===== src/rtl/clock_pkg.sv =====
// rtl/clock_pkg.sv - shared types, mode encodings and BCD limits for the time-of-day clock
//
// Purpose : common definitions imported by bcd_mod_counter and bcd_time_counter.
// Contents: mode_e (RUN / SET_HOUR / SET_MIN, plus the unreachable code 3),
//           bcd2_t (two packed BCD digits), field limits, BCD increment helper.
package clock_pkg;

   typedef enum logic [1:0] {
      MODE_RUN      = 2'd0,
      MODE_SET_HOUR = 2'd1,
      MODE_SET_MIN  = 2'd2,
      MODE_ILLEGAL  = 2'd3
   } mode_e;

   // [7:4] tens digit, [3:0] units digit
   typedef logic [7:0] bcd2_t;

   localparam bcd2_t HOUR_MAX = 8'h23;
   localparam bcd2_t MIN_MAX  = 8'h59;
   localparam bcd2_t SEC_MAX  = 8'h59;

   // Plain two-digit BCD +1; wrap at the field limit is handled by the caller.
   function automatic bcd2_t bcd_inc(input bcd2_t v);
      if (v[3:0] == 4'd9) begin
         return {v[7:4] + 4'd1, 4'd0};
      end
      return {v[7:4], v[3:0] + 4'd1};
   endfunction

endpackage


===== src/rtl/bcd_mod_counter.sv =====
// rtl/bcd_mod_counter.sv - two-digit BCD counter wrapping from MAX to 00
//
// Purpose : one time field (seconds, minutes or hours).
// Ports   : clk   - clock
//           rst   - synchronous active-high reset, value 00
//           inc   - advance by one this edge
//           clr   - force 00 this edge (wins over inc)
//           q     - current value, registered
//           carry - combinational, high when inc is applied while q == MAX
module bcd_mod_counter
   import clock_pkg::*;
#(
   parameter bcd2_t MAX = 8'h59
) (
   input  logic  clk,
   input  logic  rst,
   input  logic  inc,
   input  logic  clr,
   output bcd2_t q,
   output logic  carry
);

   bcd2_t q_q;
   bcd2_t q_d;

   assign carry = inc && (q_q == MAX);
   assign q     = q_q;

   always_comb begin
      q_d = q_q;
      if (clr) begin
         q_d = 8'h00;
      end else if (inc) begin
         q_d = carry ? 8'h00 : bcd_inc(q_q);
      end
   end

   always_ff @(posedge clk) begin
      if (rst) begin
         q_q <= 8'h00;
      end else begin
         q_q <= q_d;
      end
   end

endmodule


===== src/rtl/bcd_time_counter.sv =====
// rtl/bcd_time_counter.sv - 1 Hz prescaler, HH:MM:SS BCD time keeping and set-mode FSM
//
// Purpose : time-of-day source; divides clk to a seconds tick and lets the user set
//           hours and minutes with a mode/increment button pair.
// Ports   : clk, rst            - clock, synchronous active-high reset
//           btn_mode, btn_inc   - single-cycle debounced button pulses
//           cur_hour/min/sec    - packed BCD time, registered
//           mode                - 0 RUN, 1 SET_HOUR, 2 SET_MIN
//           sec_tick            - pulse in the first cycle a RUN-mode advance is visible
//           day_wrap            - pulse in the first cycle 00:00:00 is visible after 23:59:59
module bcd_time_counter
   import clock_pkg::*;
#(
   parameter int CLK_HZ = 50_000_000
) (
   input  logic       clk,
   input  logic       rst,
   input  logic       btn_mode,
   input  logic       btn_inc,
   output logic [7:0] cur_hour,
   output logic [7:0] cur_min,
   output logic [7:0] cur_sec,
   output logic [1:0] mode,
   output logic       sec_tick,
   output logic       day_wrap
);

   localparam int            PW      = (CLK_HZ > 1) ? $clog2(CLK_HZ) : 1;
   localparam logic [PW-1:0] PS_LAST = PW'(CLK_HZ - 1);

   mode_e         mode_q, mode_d;
   logic [PW-1:0] ps_q, ps_d;
   logic          sec_tick_q, day_wrap_q;

   logic run;
   logic tick;
   logic exit_set;
   logic edit_inc;
   logic sec_carry, min_carry, hour_carry;
   logic sec_inc, min_inc, hour_inc;

   assign run      = (mode_q == MODE_RUN);
   assign tick     = run && (ps_q == PS_LAST);
   // Leaving SET_MIN restarts the second so the user's set minute begins cleanly.
   assign exit_set = (mode_q == MODE_SET_MIN) && btn_mode;
   // A mode step in the same cycle swallows the increment.
   assign edit_inc = btn_inc && !btn_mode;

   // Carries only ripple from the tick; edits never carry into the next field.
   assign sec_inc  = tick;
   assign min_inc  = (tick && sec_carry) || ((mode_q == MODE_SET_MIN) && edit_inc);
   assign hour_inc = (tick && sec_carry && min_carry) || ((mode_q == MODE_SET_HOUR) && edit_inc);

   always_comb begin
      mode_d = mode_q;
      case (mode_q)
         MODE_RUN:      if (btn_mode) mode_d = MODE_SET_HOUR;
         MODE_SET_HOUR: if (btn_mode) mode_d = MODE_SET_MIN;
         MODE_SET_MIN:  if (btn_mode) mode_d = MODE_RUN;
         default:       mode_d = MODE_RUN;
      endcase
   end

   // Held at zero outside RUN so the first tick after an edit is a full period away.
   always_comb begin
      ps_d = '0;
      if (run && !tick) begin
         ps_d = ps_q + 1'b1;
      end
   end

   always_ff @(posedge clk) begin
      if (rst) begin
         mode_q     <= MODE_RUN;
         ps_q       <= '0;
         sec_tick_q <= 1'b0;
         day_wrap_q <= 1'b0;
      end else begin
         mode_q     <= mode_d;
         ps_q       <= ps_d;
         sec_tick_q <= tick;
         day_wrap_q <= tick && sec_carry && min_carry && hour_carry;
      end
   end

   bcd_mod_counter #(.MAX(SEC_MAX)) u_sec (
      .clk   (clk),
      .rst   (rst),
      .inc   (sec_inc),
      .clr   (exit_set),
      .q     (cur_sec),
      .carry (sec_carry)
   );

   bcd_mod_counter #(.MAX(MIN_MAX)) u_min (
      .clk   (clk),
      .rst   (rst),
      .inc   (min_inc),
      .clr   (1'b0),
      .q     (cur_min),
      .carry (min_carry)
   );

   bcd_mod_counter #(.MAX(HOUR_MAX)) u_hour (
      .clk   (clk),
      .rst   (rst),
      .inc   (hour_inc),
      .clr   (1'b0),
      .q     (cur_hour),
      .carry (hour_carry)
   );

   assign mode     = mode_q;
   assign sec_tick = sec_tick_q;
   assign day_wrap = day_wrap_q;

endmodule


===== config.mk =====
export PLATFORM = sky130hd
export DESIGN_NAME = bcd_time_counter
export DESIGN_NICKNAME = d
export VERILOG_FILES = /design/src/rtl/clock_pkg.sv /design/src/rtl/bcd_mod_counter.sv /design/src/rtl/bcd_time_counter.sv
export SDC_FILE = /design/constraint.sdc
export NUM_CORES = 1
export LEC_CHECK = 0
export BUFFER_PORTS_ARGS = -buffer_cell sky130_fd_sc_hd__buf_2
export CORE_UTILIZATION = 52
export DETAILED_ROUTE_END_ITERATION = 10
export PLACE_DENSITY = 0.75
export SYNTH_ARGS = -nofsm -noshare
export SYNTH_HDL_FRONTEND = slang
export SYNTH_HIERARCHICAL = 1
export SYNTH_SLANG_ARGS = --single-unit

===== constraint.sdc =====
create_clock -name clk -period 3.7 [get_ports clk]
set_input_delay 1.11 -clock clk [delete_from_list [all_inputs] [get_ports clk]]
set_output_delay 1.11 -clock clk [all_outputs]
set_load 0.02 [all_outputs]

# After elaboration in Yosys (flattened, before gate mapping)
# Index checks and enable logic that the tools add are counted.
# Widths: inputs -> output; s select.
op_classes:
  mux: 20
  n_mul: 0
  n_reduce_logical: 26
  order_cmp: 0
  eq_ne: 12
  add_sub_neg: 7
  div_mod_pow: 0
  shifts: 0
  bitwise: 1
ops:
  columns: ["op", "count"]
  rows:
  - ["$mux 8", 9]
  - ["$add 26x1->26 const B", 1]
  - ["$eq 26x26->1 const B", 1]
  - ["$add 4x1->4 const B", 6]
  - ["$eq 8x7->1 const B", 2]
  - ["$eq 4x4->1 const B", 3]
  - ["$logic_and 1x1->1", 12]
  - ["$eq 8x6->1 const B", 1]
  - ["$mux 1", 7]
  - ["$mux 2", 3]
  - ["$ne 2x2->1 const B", 3]
  - ["$pmux 2 s3", 1]
  - ["$reduce_and 2->1", 3]
  - ["$reduce_bool 2->1", 3]
  - ["$reduce_or 2->1", 2]
  - ["$reduce_and 3->1", 1]
  - ["$eq 2x1->1 const B", 1]
  - ["$eq 2x2->1 const B", 1]
  - ["$logic_not 1->1", 2]
  - ["$logic_not 2->1", 1]
  - ["$logic_or 1x1->1", 2]
  - ["$not 1->1", 1]
totals:
  out_inout_bits: 28
  n_memories: 0
  ram_bits: 0
  latch_bits: 0
  rom_bits: 0
  reg_bits: 54
  wordCells: 76
  input_bits: 4

# Logic depth before layout (Yosys ltp)
# Gate-level depths: netlist of run 1.
logic_depth:
  ltp_word: 11
  ltp_mapped: 22

# Cells and area by module
# Netlist of run 1, hierarchy kept.
modules_own_cells:
  columns: ["mod", "area_each_um2", "seq_area_each_um2", "n_inst", "cells_per_inst"]
  rows:
  - ["bcd_time_counter", 1481.4, 600.6, 1, 176]
  - ["bcd_mod_counter at u_min ...", 421.7, 160.2, 2, 45]
  - ["bcd_mod_counter at u_hour", 451.7, 160.2, 1, 50]

# Worst setup path after synthesis of run 1
# No wires, ideal clock.
synth_timing:
  path_kind: "register -> register"
  from: "register ps_q[0]"
  to: "register u_hour.q_q[7] (netlist: u_hour/q[7])"
  setup_time_ns: 0.070
  stages_incl_launch_ff: 22
  path_buffers: 3
  path_slack_ns: -0.319
  required_time_ns: 3.630
  arrival_time_ns: 3.949
  cell_sequence: "dfxtp_1 > ha_1 > nand4_1 > nor4_1 > nand2_1 > nor3_1 > buf_6 > nand4b_4 > nor2_1 > nand4b_1 > a21oi_1 > buf_6 > nand4b_4 > nor2_1 > nand2_1 > nor2_1 > nand3_1 > a21oi_1 > buf_4 > nand4b_1 > or3_1 > a21oi_1"
synth_between:
  elab_chain_cells: 11
  word_cells_on_any_way: 12
synth_lines:
  columns: ["element", "line", "source"]
  rows:
  - ["start, declared", "bcd_time_counter.sv:32", "logic [PW-1:0] ps_q, ps_d;"]
  - ["start signal, assigned", "bcd_time_counter.sv:80", "ps_q <= ps_d;"]
  - ["$eq 26x26->1 (*)", "bcd_time_counter.sv:43", "assign tick = run && (ps_q == PS_LAST);"]
  - ["$logic_and 1x1->1 (*)", "bcd_time_counter.sv:43", null]
  - ["named net sec_inc", "bcd_time_counter.sv:40", "logic sec_inc, min_inc, hour_inc;"]
  - ["$logic_and 1x1->1 (*)", "bcd_mod_counter.sv:26", "assign carry = inc && (q_q == MAX);"]
  - ["named net sec_carry", "bcd_time_counter.sv:39", "logic sec_carry, min_carry, hour_carry;"]
  - ["$logic_and 1x1->1 (*)", "bcd_time_counter.sv:51", "assign min_inc = (tick && sec_carry) || ((mode_q == MODE_SET_MIN) && edit_inc);"]
  - ["$logic_or 1x1->1 (*)", "bcd_time_counter.sv:51", null]
  - ["named net min_inc", "bcd_time_counter.sv:40", null]
  - ["$logic_and 1x1->1 (*)", "bcd_mod_counter.sv:26", null]
  - ["named net min_carry", "bcd_time_counter.sv:39", null]
  - ["$logic_and 1x1->1 (*)", "bcd_time_counter.sv:52", "assign hour_inc = (tick && sec_carry && min_carry) || ((mode_q == MODE_SET_HOUR) && edit_inc);"]
  - ["$logic_or 1x1->1 (*)", "bcd_time_counter.sv:52", null]
  - ["named net hour_inc", "bcd_time_counter.sv:40", null]
  - ["$logic_and 1x1->1", "bcd_mod_counter.sv:26", null]
  - ["$reduce_bool 2->1 (no source line)", null, null]
  - ["$reduce_and 2->1 (no source line)", null, null]
  - ["end signal, assigned", "bcd_mod_counter.sv:42", "q_q <= q_d;"]
  - ["end, declared", "bcd_mod_counter.sv:23", "bcd2_t q_q;"]
# Mark *: on every way through the listed nets, which the timed path passes. The rest lies on a longest branch.
# A chain may end at the register's enable or synchronous reset.

# Worst setup path in the final report of run 1
# Same ends and word-level chain as after synthesis.

==> results of run 1 <==
layout by cell type (no fill, tap or decap), drive strengths merged, types with 8 or more instances in the layout:
cell type / n
or3: 8
nand2: 25
buf: 50
or4: 16
a21oi: 23
nand3b: 8
xor2: 10
xnor2: 9
nand4: 9
ha: 13
nor2: 32
o31ai: 9
o21ai: 8
inv: 13
nand3: 20
dfxtp: 54
cell families (layout without fill, tap and decap cells):
kind of cell | count (synthesis) | in the layout | synth area share, %
AO/OA/AOI/OAI | 55 | 55 | 12.5
AND/OR/NAND/NOR | 151 | 151 | 32.4
buffers and inverters | 23 | 70 | 4.15
adder cells (fa/ha/maj) | 13 | 13 | 5.86
flip-flops | 54 | 54 | 38.9
XOR/XNOR | 19 | 19 | 5.99
other | 1 | 5 | 0.135
per-layer routing:
layer | share of wire [%] | wire, um
met5 | 0 | 0
met4 | 1.3 | 72
met3 | 3.3 | 187
met2 | 47 | 2610
met1 | 48 | 2710
stage by stage:
stage | util, % | total power (W) | TNS (ps) | instance area, um^2 | hold slack, ps
floorplan | - | 0.000639 | 0 | 2810 | 432
global placement | 60.1 | 0.000650 | 0 | 3090 | 446
detailed placement | 60.1 | 0.000651 | -109 | 3090 | 460
CTS | 61.8 | 0.000955 | 0 | 3180 | 479
global route | 63.3 | 0.000982 | -149 | 3260 | 477
finish | 63.3 | 0.000942 | 0 | 3260 | 455
sequential cells by signal, summed over array words and instances (netlist names):
signal and flops:
day_wrap 1, mode 2, ps_q 26, sec_tick 1
u_hour/q 8, u_min/q 8, u_sec/q 8
worst paths after layout:
kind                              start           to  cells past startpoint  slack, ps
worst max register to register  ps_q[0]  u_hour/q[7]                     19        210
worst max-delay path            ps_q[0]  u_hour/q[7]                     19        210
worst min register to register  ps_q[0]      ps_q[0]                      1        450
worst min-delay path            ps_q[0]      ps_q[0]                      1        450
final cells by class:
| cell class | instances | area (um^2) |
|---|---|---|
| flip-flops and latches | 54 | 1090 |
| multi-input cells | 243 | 1660 |
| repair buffers | 50 | 298 |
| well taps | 70 | 87.6 |
| fillers | 465 | 1880 |
| clock buffers | 7 | 76.3 |
| inverters | 13 | 48.8 |
power by group:
group           total, W  switching, W  internal, W
combinational  0.0000445     0.0000302    0.0000143
clock           0.000300      0.000170     0.000131
sequential      0.000597     0.0000104     0.000587
timing repair:
item / in CTS / in global routing
resized for setup: 1 / 12
pin swaps: 1 / 7
cloned: 0 / 0
buffers inserted: 1 / 4
setup endpoints to repair: 4 / 8
==> impl_metrics.xml, run 1 <==
<?xml version="1.0" encoding="UTF-8"?>
<metrics>
  <group name="floorplanning">
    <metric name="area_of_the_die" unit="mm^2">0.00564</metric>
    <metric name="io-pin-count" unit="">32</metric>
    <metric name="start_util" unit="%">54.0</metric>
    <metric name="die_width" unit="um">75.1</metric>
    <metric name="design.core.area" unit="mm^2">0.00514</metric>
    <metric name="row_count" unit="">26</metric>
    <metric name="die_height" unit="um">75.1</metric>
  </group>
  <group name="critical_path">
    <metric name="cp_common_cell" unit="">a21oi_2</metric>
    <metric name="critPathLaunchType" unit="">flip-flop</metric>
    <metric name="slowest_stage" unit="">dfxtp_4</metric>
    <metric name="worst_path_largest_cell_delay" unit="ps">380</metric>
    <metric name="worst_path_cell_trace" unit="">ha_4 -&gt; nand4_1 -&gt; nor4_2 -&gt; nand2_1 -&gt; nor3_4 -&gt; nand4b_4 -&gt; nor2_4 -&gt; nand4b_1 -&gt; a21oi_2 -&gt; nand4b_4 -&gt; nor2_4 -&gt; nand2_1 -&gt; nor2_1 -&gt; nand3_1 -&gt; a21oi_2 -&gt; nand4b_1 -&gt; buf_4 -&gt; or3_1 -&gt; a21oi_2</metric>
    <metric name="critical_path.n_buffers_inverters" unit="">1</metric>
    <metric name="startpoint_to_endpoint_class_of_the_critical_path" unit="">flip-flop to flip-flop</metric>
    <metric name="critPathMaxFanout" unit="">9</metric>
    <metric name="critPathTopFamily" unit="">simple AND/OR/NAND/NOR gates</metric>
    <metric name="critPathRequiredTime" unit="ps">3940</metric>
    <metric name="setup.worst_path.end_class" unit="">flip-flop</metric>
    <metric name="cp_data_arrival_time" unit="ps">3730</metric>
  </group>
  <group name="clock_network">
    <metric name="clock_tree_from_tritoncts" unit="">built</metric>
    <metric name="cts.reportedPaths.clkPinSlew" unit="ps">90</metric>
    <metric name="buffer_cell_driving_the_clock_tree_root" unit="">clkbuf_8</metric>
    <metric name="clk_path_buf_depth" unit="">2</metric>
    <metric name="clkSinkCount" unit="">54</metric>
    <metric name="worstSkewPairLatency" unit="ps">300</metric>
    <metric name="ctsHtreeMaxLevel" unit="">2</metric>
    <metric name="cts_hold_buf" unit="">0</metric>
    <metric name="cts_inserted_buffers" unit="">5</metric>
  </group>
  <group name="synth">
    <metric name="yosys_most_used_dff" unit="">dfxtp_1</metric>
    <metric name="post_synthesis_sequential_area_ratio" unit="%">38.9</metric>
    <metric name="post_synth.cell_area_avg" unit="um^2">8.79</metric>
    <metric name="yosysUniqueCellTypes" unit="">47</metric>
    <metric name="yosysTopAreaCell" unit="">dfxtp_1</metric>
    <metric name="ys_ff_latch" unit="">54</metric>
    <metric name="ys.warnings.count" unit="">6</metric>
    <metric name="post_synth_most_frequent_cells" unit="">dfxtp_1, nor2_1, nand2_1</metric>
    <metric name="synthesis.instances" unit="">316</metric>
    <metric name="netlist.area_leader.share" unit="%">38.9</metric>
    <metric name="synth-edff-count" unit="">0</metric>
    <metric name="asr_flop_ratio_synth" unit="%">0</metric>
    <metric name="synth.top_cells.by_area" unit="">dfxtp_1, ha_1, nor2_1</metric>
    <metric name="most_instantiated_library_cell_after_synthesis" unit="">dfxtp_1</metric>
    <metric name="mappedNetlistArea" unit="mm^2">0.00278</metric>
  </group>
  <group name="grt">
    <metric name="met3_usage" unit="%">4.15</metric>
    <metric name="grt_overflow" unit="">0</metric>
    <metric name="grt_use_met1" unit="%">28.3</metric>
    <metric name="antenna_violations_before_repair" unit="">0</metric>
    <metric name="grt_max_degree" unit="">26</metric>
    <metric name="grtUsageTotal" unit="%">21.6</metric>
    <metric name="grt_most_used_layer" unit="">met2</metric>
    <metric name="use_met2" unit="%">35.3</metric>
    <metric name="grt_first_pass_wirelength" unit="mm">9.44</metric>
    <metric name="first_global_vias" unit="">2153</metric>
  </group>
  <group name="route">
    <metric name="detailedRoute.firstIterationViolations" unit="">116</metric>
    <metric name="routed_wirelength" unit="mm">5.58</metric>
    <metric name="detail_route.wl_per_cell" unit="um">12.8</metric>
    <metric name="route.vias.total" unit="">2444</metric>
    <metric name="ant_nets" unit="">0</metric>
    <metric name="remaining_drc_errors" unit="">0</metric>
    <metric name="detailedRoute.firstPassIterationCount" unit="">4</metric>
    <metric name="routed_via_density" unit="">5.59</metric>
  </group>
  <group name="timing">
    <metric name="setup-violations-final" unit="">0</metric>
    <metric name="clock-skew-final" unit="ps">7.50</metric>
    <metric name="number_of_max_slew_violations_in_the_final_report" unit="">0</metric>
    <metric name="period_share" unit="%">94.4</metric>
    <metric name="fmax" unit="MHz">286</metric>
    <metric name="fin_crit" unit="ps">3490</metric>
    <metric name="layout_setup_ws" unit="ps">207</metric>
    <metric name="finalHoldViolations" unit="">0</metric>
    <metric name="worst-slew-pin-transition" unit="ps">861</metric>
    <metric name="slew_headroom" unit="%">42.6</metric>
  </group>
  <group name="layout">
    <metric name="final_cells" unit="">437</metric>
    <metric name="area_delta_synth_final" unit="%">17.3</metric>
    <metric name="final_layout_size_suffix_gt1_share" unit="%">22.3</metric>
    <metric name="antennaDiodeCount" unit="">0</metric>
    <metric name="finalNetCount" unit="">384</metric>
  </group>
  <group name="place">
    <metric name="numPlacedInstances" unit="">425</metric>
    <metric name="place_ws" unit="ps">-68.7</metric>
    <metric name="dp_hpwl" unit="mm">4.08</metric>
    <metric name="io_buffers" unit="">31</metric>
    <metric name="gp_congestion" unit="">0.830</metric>
  </group>
  <group name="min_path">
    <metric name="hold_class" unit="">flip-flop to flip-flop</metric>
  </group>
  <group name="pwr">
    <metric name="static-leakage-power" unit="nW">1.20</metric>
    <metric name="p_per_area" unit="mW/mm^2">289</metric>
    <metric name="max-vdd-ir-drop" unit="uV">159</metric>
  </group>
  <group name="outcome">
    <metric name="status" unit="">complete, no violations</metric>
  </group>
  <group name="flow_run">
    <metric name="number_of_maximum_capacitance_violations" unit="">0</metric>
  </group>
</metrics>
Power figures use the tool's default switching activity.
==> inputs of run 2 (changes only) <==
- ABC_CLOCK_PERIOD_IN_PS: unset -> 3700
- CORE_ASPECT_RATIO: unset -> 1.4
- CORE_UTILIZATION: 52 -> 30
- PLACE_DENSITY: 0.75 -> unset
==> run 2 against run 1 <==
Via count increased by 1.8%. Total power increased by 16%. Register-to-register slack about the same. Worst hold slack got worse by 3.5 ps.
==> impl_metrics.xml, run 2 (synthesis results as in run 1) <==
<?xml version="1.0" encoding="UTF-8"?>
<metrics>
  <group name="clock_network">
    <metric name="ctsHtreeMaxLevel" unit="">2</metric>
    <metric name="buffer_cell_driving_the_clock_tree_root" unit="">clkbuf_16</metric>
    <metric name="cts_hold_buf" unit="">0</metric>
    <metric name="clock_tree_from_tritoncts" unit="">built</metric>
    <metric name="worstSkewPairLatency" unit="ps">290</metric>
    <metric name="cts.reportedPaths.clkPinSlew" unit="ps">60</metric>
    <metric name="clkSinkCount" unit="">54</metric>
    <metric name="clk_path_buf_depth" unit="">2</metric>
    <metric name="cts_inserted_buffers" unit="">5</metric>
  </group>
  <group name="layout">
    <metric name="final_layout_size_suffix_gt1_share" unit="%">23.5</metric>
    <metric name="antennaDiodeCount" unit="">0</metric>
    <metric name="commonest_cells_after_routing_fill_and_taps_aside" unit="">dfxtp_1, buf_2, nor2_1</metric>
    <metric name="final_cells" unit="">478</metric>
    <metric name="final_common_cell" unit="">dfxtp_1</metric>
    <metric name="largest_register" unit="">ps_q</metric>
    <metric name="area_delta_synth_final" unit="%">22.8</metric>
    <metric name="finalNetCount" unit="">388</metric>
    <metric name="largest_reg_flops" unit="">26</metric>
  </group>
  <group name="route">
    <metric name="remaining_drc_errors" unit="">0</metric>
    <metric name="routed_via_density" unit="">5.21</metric>
    <metric name="route.vias.total" unit="">2488</metric>
    <metric name="met1_length" unit="mm">2.65</metric>
    <metric name="routed_wirelength" unit="mm">6.16</metric>
    <metric name="detailedRoute.firstIterationViolations" unit="">74</metric>
    <metric name="ant_nets" unit="">0</metric>
    <metric name="detail_route.wl_per_cell" unit="um">12.9</metric>
    <metric name="wl_met3" unit="um">161</metric>
    <metric name="uppermost_signal_routing_layer_after_detailed_routing" unit="">met4</metric>
    <metric name="detailedRoute.firstPassIterationCount" unit="">4</metric>
    <metric name="routed-wl-met2" unit="mm">3.27</metric>
  </group>
  <group name="min_path">
    <metric name="hold_class" unit="">flip-flop to flip-flop</metric>
  </group>
  <group name="floorplanning">
    <metric name="design.core.area" unit="mm^2">0.00898</metric>
    <metric name="start_util" unit="%">30.9</metric>
    <metric name="area_of_the_die" unit="mm^2">0.00965</metric>
    <metric name="die_width" unit="um">83.3</metric>
    <metric name="row_count" unit="">41</metric>
    <metric name="io-pin-count" unit="">32</metric>
    <metric name="die_height" unit="um">116</metric>
  </group>
  <group name="timing">
    <metric name="finalHoldViolations" unit="">0</metric>
    <metric name="clock-skew-final" unit="ps">8.70</metric>
    <metric name="slew_headroom" unit="%">41.7</metric>
    <metric name="hold-worst-slack" unit="ps">451</metric>
    <metric name="fin_crit" unit="ps">3500</metric>
    <metric name="fmax" unit="MHz">285</metric>
    <metric name="setup-violations-final" unit="">0</metric>
    <metric name="period_share" unit="%">94.7</metric>
    <metric name="worst-slew-pin-transition" unit="ps">874</metric>
    <metric name="number_of_max_slew_violations_in_the_final_report" unit="">0</metric>
  </group>
  <group name="critical_path">
    <metric name="critPathMaxFanout" unit="">6</metric>
    <metric name="critPathLaunchType" unit="">flip-flop</metric>
    <metric name="critPathTopFamily" unit="">simple AND/OR/NAND/NOR gates</metric>
    <metric name="startpoint_to_endpoint_class_of_the_critical_path" unit="">flip-flop to flip-flop</metric>
    <metric name="critPathRequiredTime" unit="ps">3870</metric>
    <metric name="worst_path_largest_cell_delay" unit="ps">360</metric>
    <metric name="slowest_stage" unit="">dfxtp_2</metric>
    <metric name="worst_path_cell_trace" unit="">ha_4 -&gt; nand4_1 -&gt; nor4_4 -&gt; nand2_2 -&gt; nor3_4 -&gt; nand4b_4 -&gt; nor2_4 -&gt; nand4b_1 -&gt; a21oi_2 -&gt; nand4b_4 -&gt; nor2_4 -&gt; nand2_1 -&gt; nor2_1 -&gt; nand3_1 -&gt; a21oi_2 -&gt; buf_6 -&gt; nand3b_1 -&gt; buf_4 -&gt; o211ai_1 -&gt; a21oi_1</metric>
    <metric name="critical_path.n_buffers_inverters" unit="">2</metric>
    <metric name="cp_data_arrival_time" unit="ps">3680</metric>
    <metric name="setup.worst_path.end_class" unit="">flip-flop</metric>
  </group>
  <group name="grt">
    <metric name="grt_first_pass_wirelength" unit="mm">10.4</metric>
    <metric name="grt_max_degree" unit="">26</metric>
    <metric name="grt_overflow" unit="">0</metric>
    <metric name="grtUsageTotal" unit="%">13.0</metric>
    <metric name="antenna_violations_before_repair" unit="">0</metric>
    <metric name="first_global_vias" unit="">2320</metric>
  </group>
  <group name="pwr">
    <metric name="max-vdd-ir-drop" unit="uV">226</metric>
    <metric name="p_per_area" unit="mW/mm^2">321</metric>
    <metric name="static-leakage-power" unit="nW">1.26</metric>
  </group>
  <group name="place">
    <metric name="io_buffers" unit="">31</metric>
    <metric name="gp_congestion" unit="">0.774</metric>
    <metric name="dp_hpwl" unit="mm">4.44</metric>
    <metric name="numPlacedInstances" unit="">464</metric>
  </group>
  <group name="outcome">
    <metric name="status" unit="">complete, no violations</metric>
  </group>
  <group name="flow_run">
    <metric name="number_of_maximum_capacitance_violations" unit="">0</metric>
  </group>
</metrics>
==> run 2: worst reg2reg max path, delay by kind of cell (launching register included) <==
family	cells	cell delay, ps
buf+inv	2	320
flops	1	360
compound gates	4	700
fa+ha+maj	1	150
simple gates	13	1840
==> run 2: final timing paths <==
| check | end | depth (start not counted) | slack [ps] | start |
|---|---|---|---|---|
| setup reg to reg | u_hour/q[4] | 20 | 200 | ps_q[1] |
| hold / removal | ps_q[0] | 1 | 450 | ps_q[0] |
| hold reg to reg | ps_q[0] | 1 | 450 | ps_q[0] |
| setup / recovery | u_hour/q[4] | 20 | 200 | ps_q[1] |
==> run 2: timing repair <==
| action | CTS | global route |
|---|---|---|
| setup endpoints to repair | 0 | 7 |
| buffers inserted | 0 | 6 |
| resized for setup | 0 | 15 |
==> run 2: power breakdown <==
| part | leakage (nW) | switching (W) | internal (W) |
|---|---|---|---|
| Combinational | 0.760 | 0.0000314 | 0.0000159 |
| Clock | 0.0629 | 0.000202 | 0.000248 |
| Sequential | 0.436 | 0.00000996 | 0.000587 |
| Total | 1.26 | 0.000243 | 0.000851 |
==> run 2: final cells by class <==
type / instances / area, um^2
fillers: 918 / 5570
clock inverters: 1 / 7.51
flip-flops and latches: 54 / 1080
clock buffers: 6 / 129
inverters: 13 / 48.8
well taps: 107 / 134
multi-input cells: 244 / 1680
repair buffers: 53 / 324
==> run 2: metal layers <==
layer / global-route usage [%] / vias to the layer above
met5: 0 / -
met4: 5.29 / 0
met3: 2.35 / 7
met1: 14.3 / 1179
li1: - / 1265
met2: 24.6 / 37
==> run 2: per-stage QoR <==
stage | area (um^2) | power [W] | setup TNS, ps | setup WS [ps] | util, %
global route | 3410 | 0.00114 | -191 | -75.1 | 38.0
CTS | 3290 | 0.00110 | 0 | 25.5 | 36.6
finish | 3410 | 0.00109 | 0 | 197 | 38.0
global placement | 3150 | 0.000651 | 0 | 122 | 35.1
detailed placement | 3150 | 0.000652 | 0 | 29.6 | 35.1
floorplan | 2810 | 0.000639 | 0 | 0.635 | -
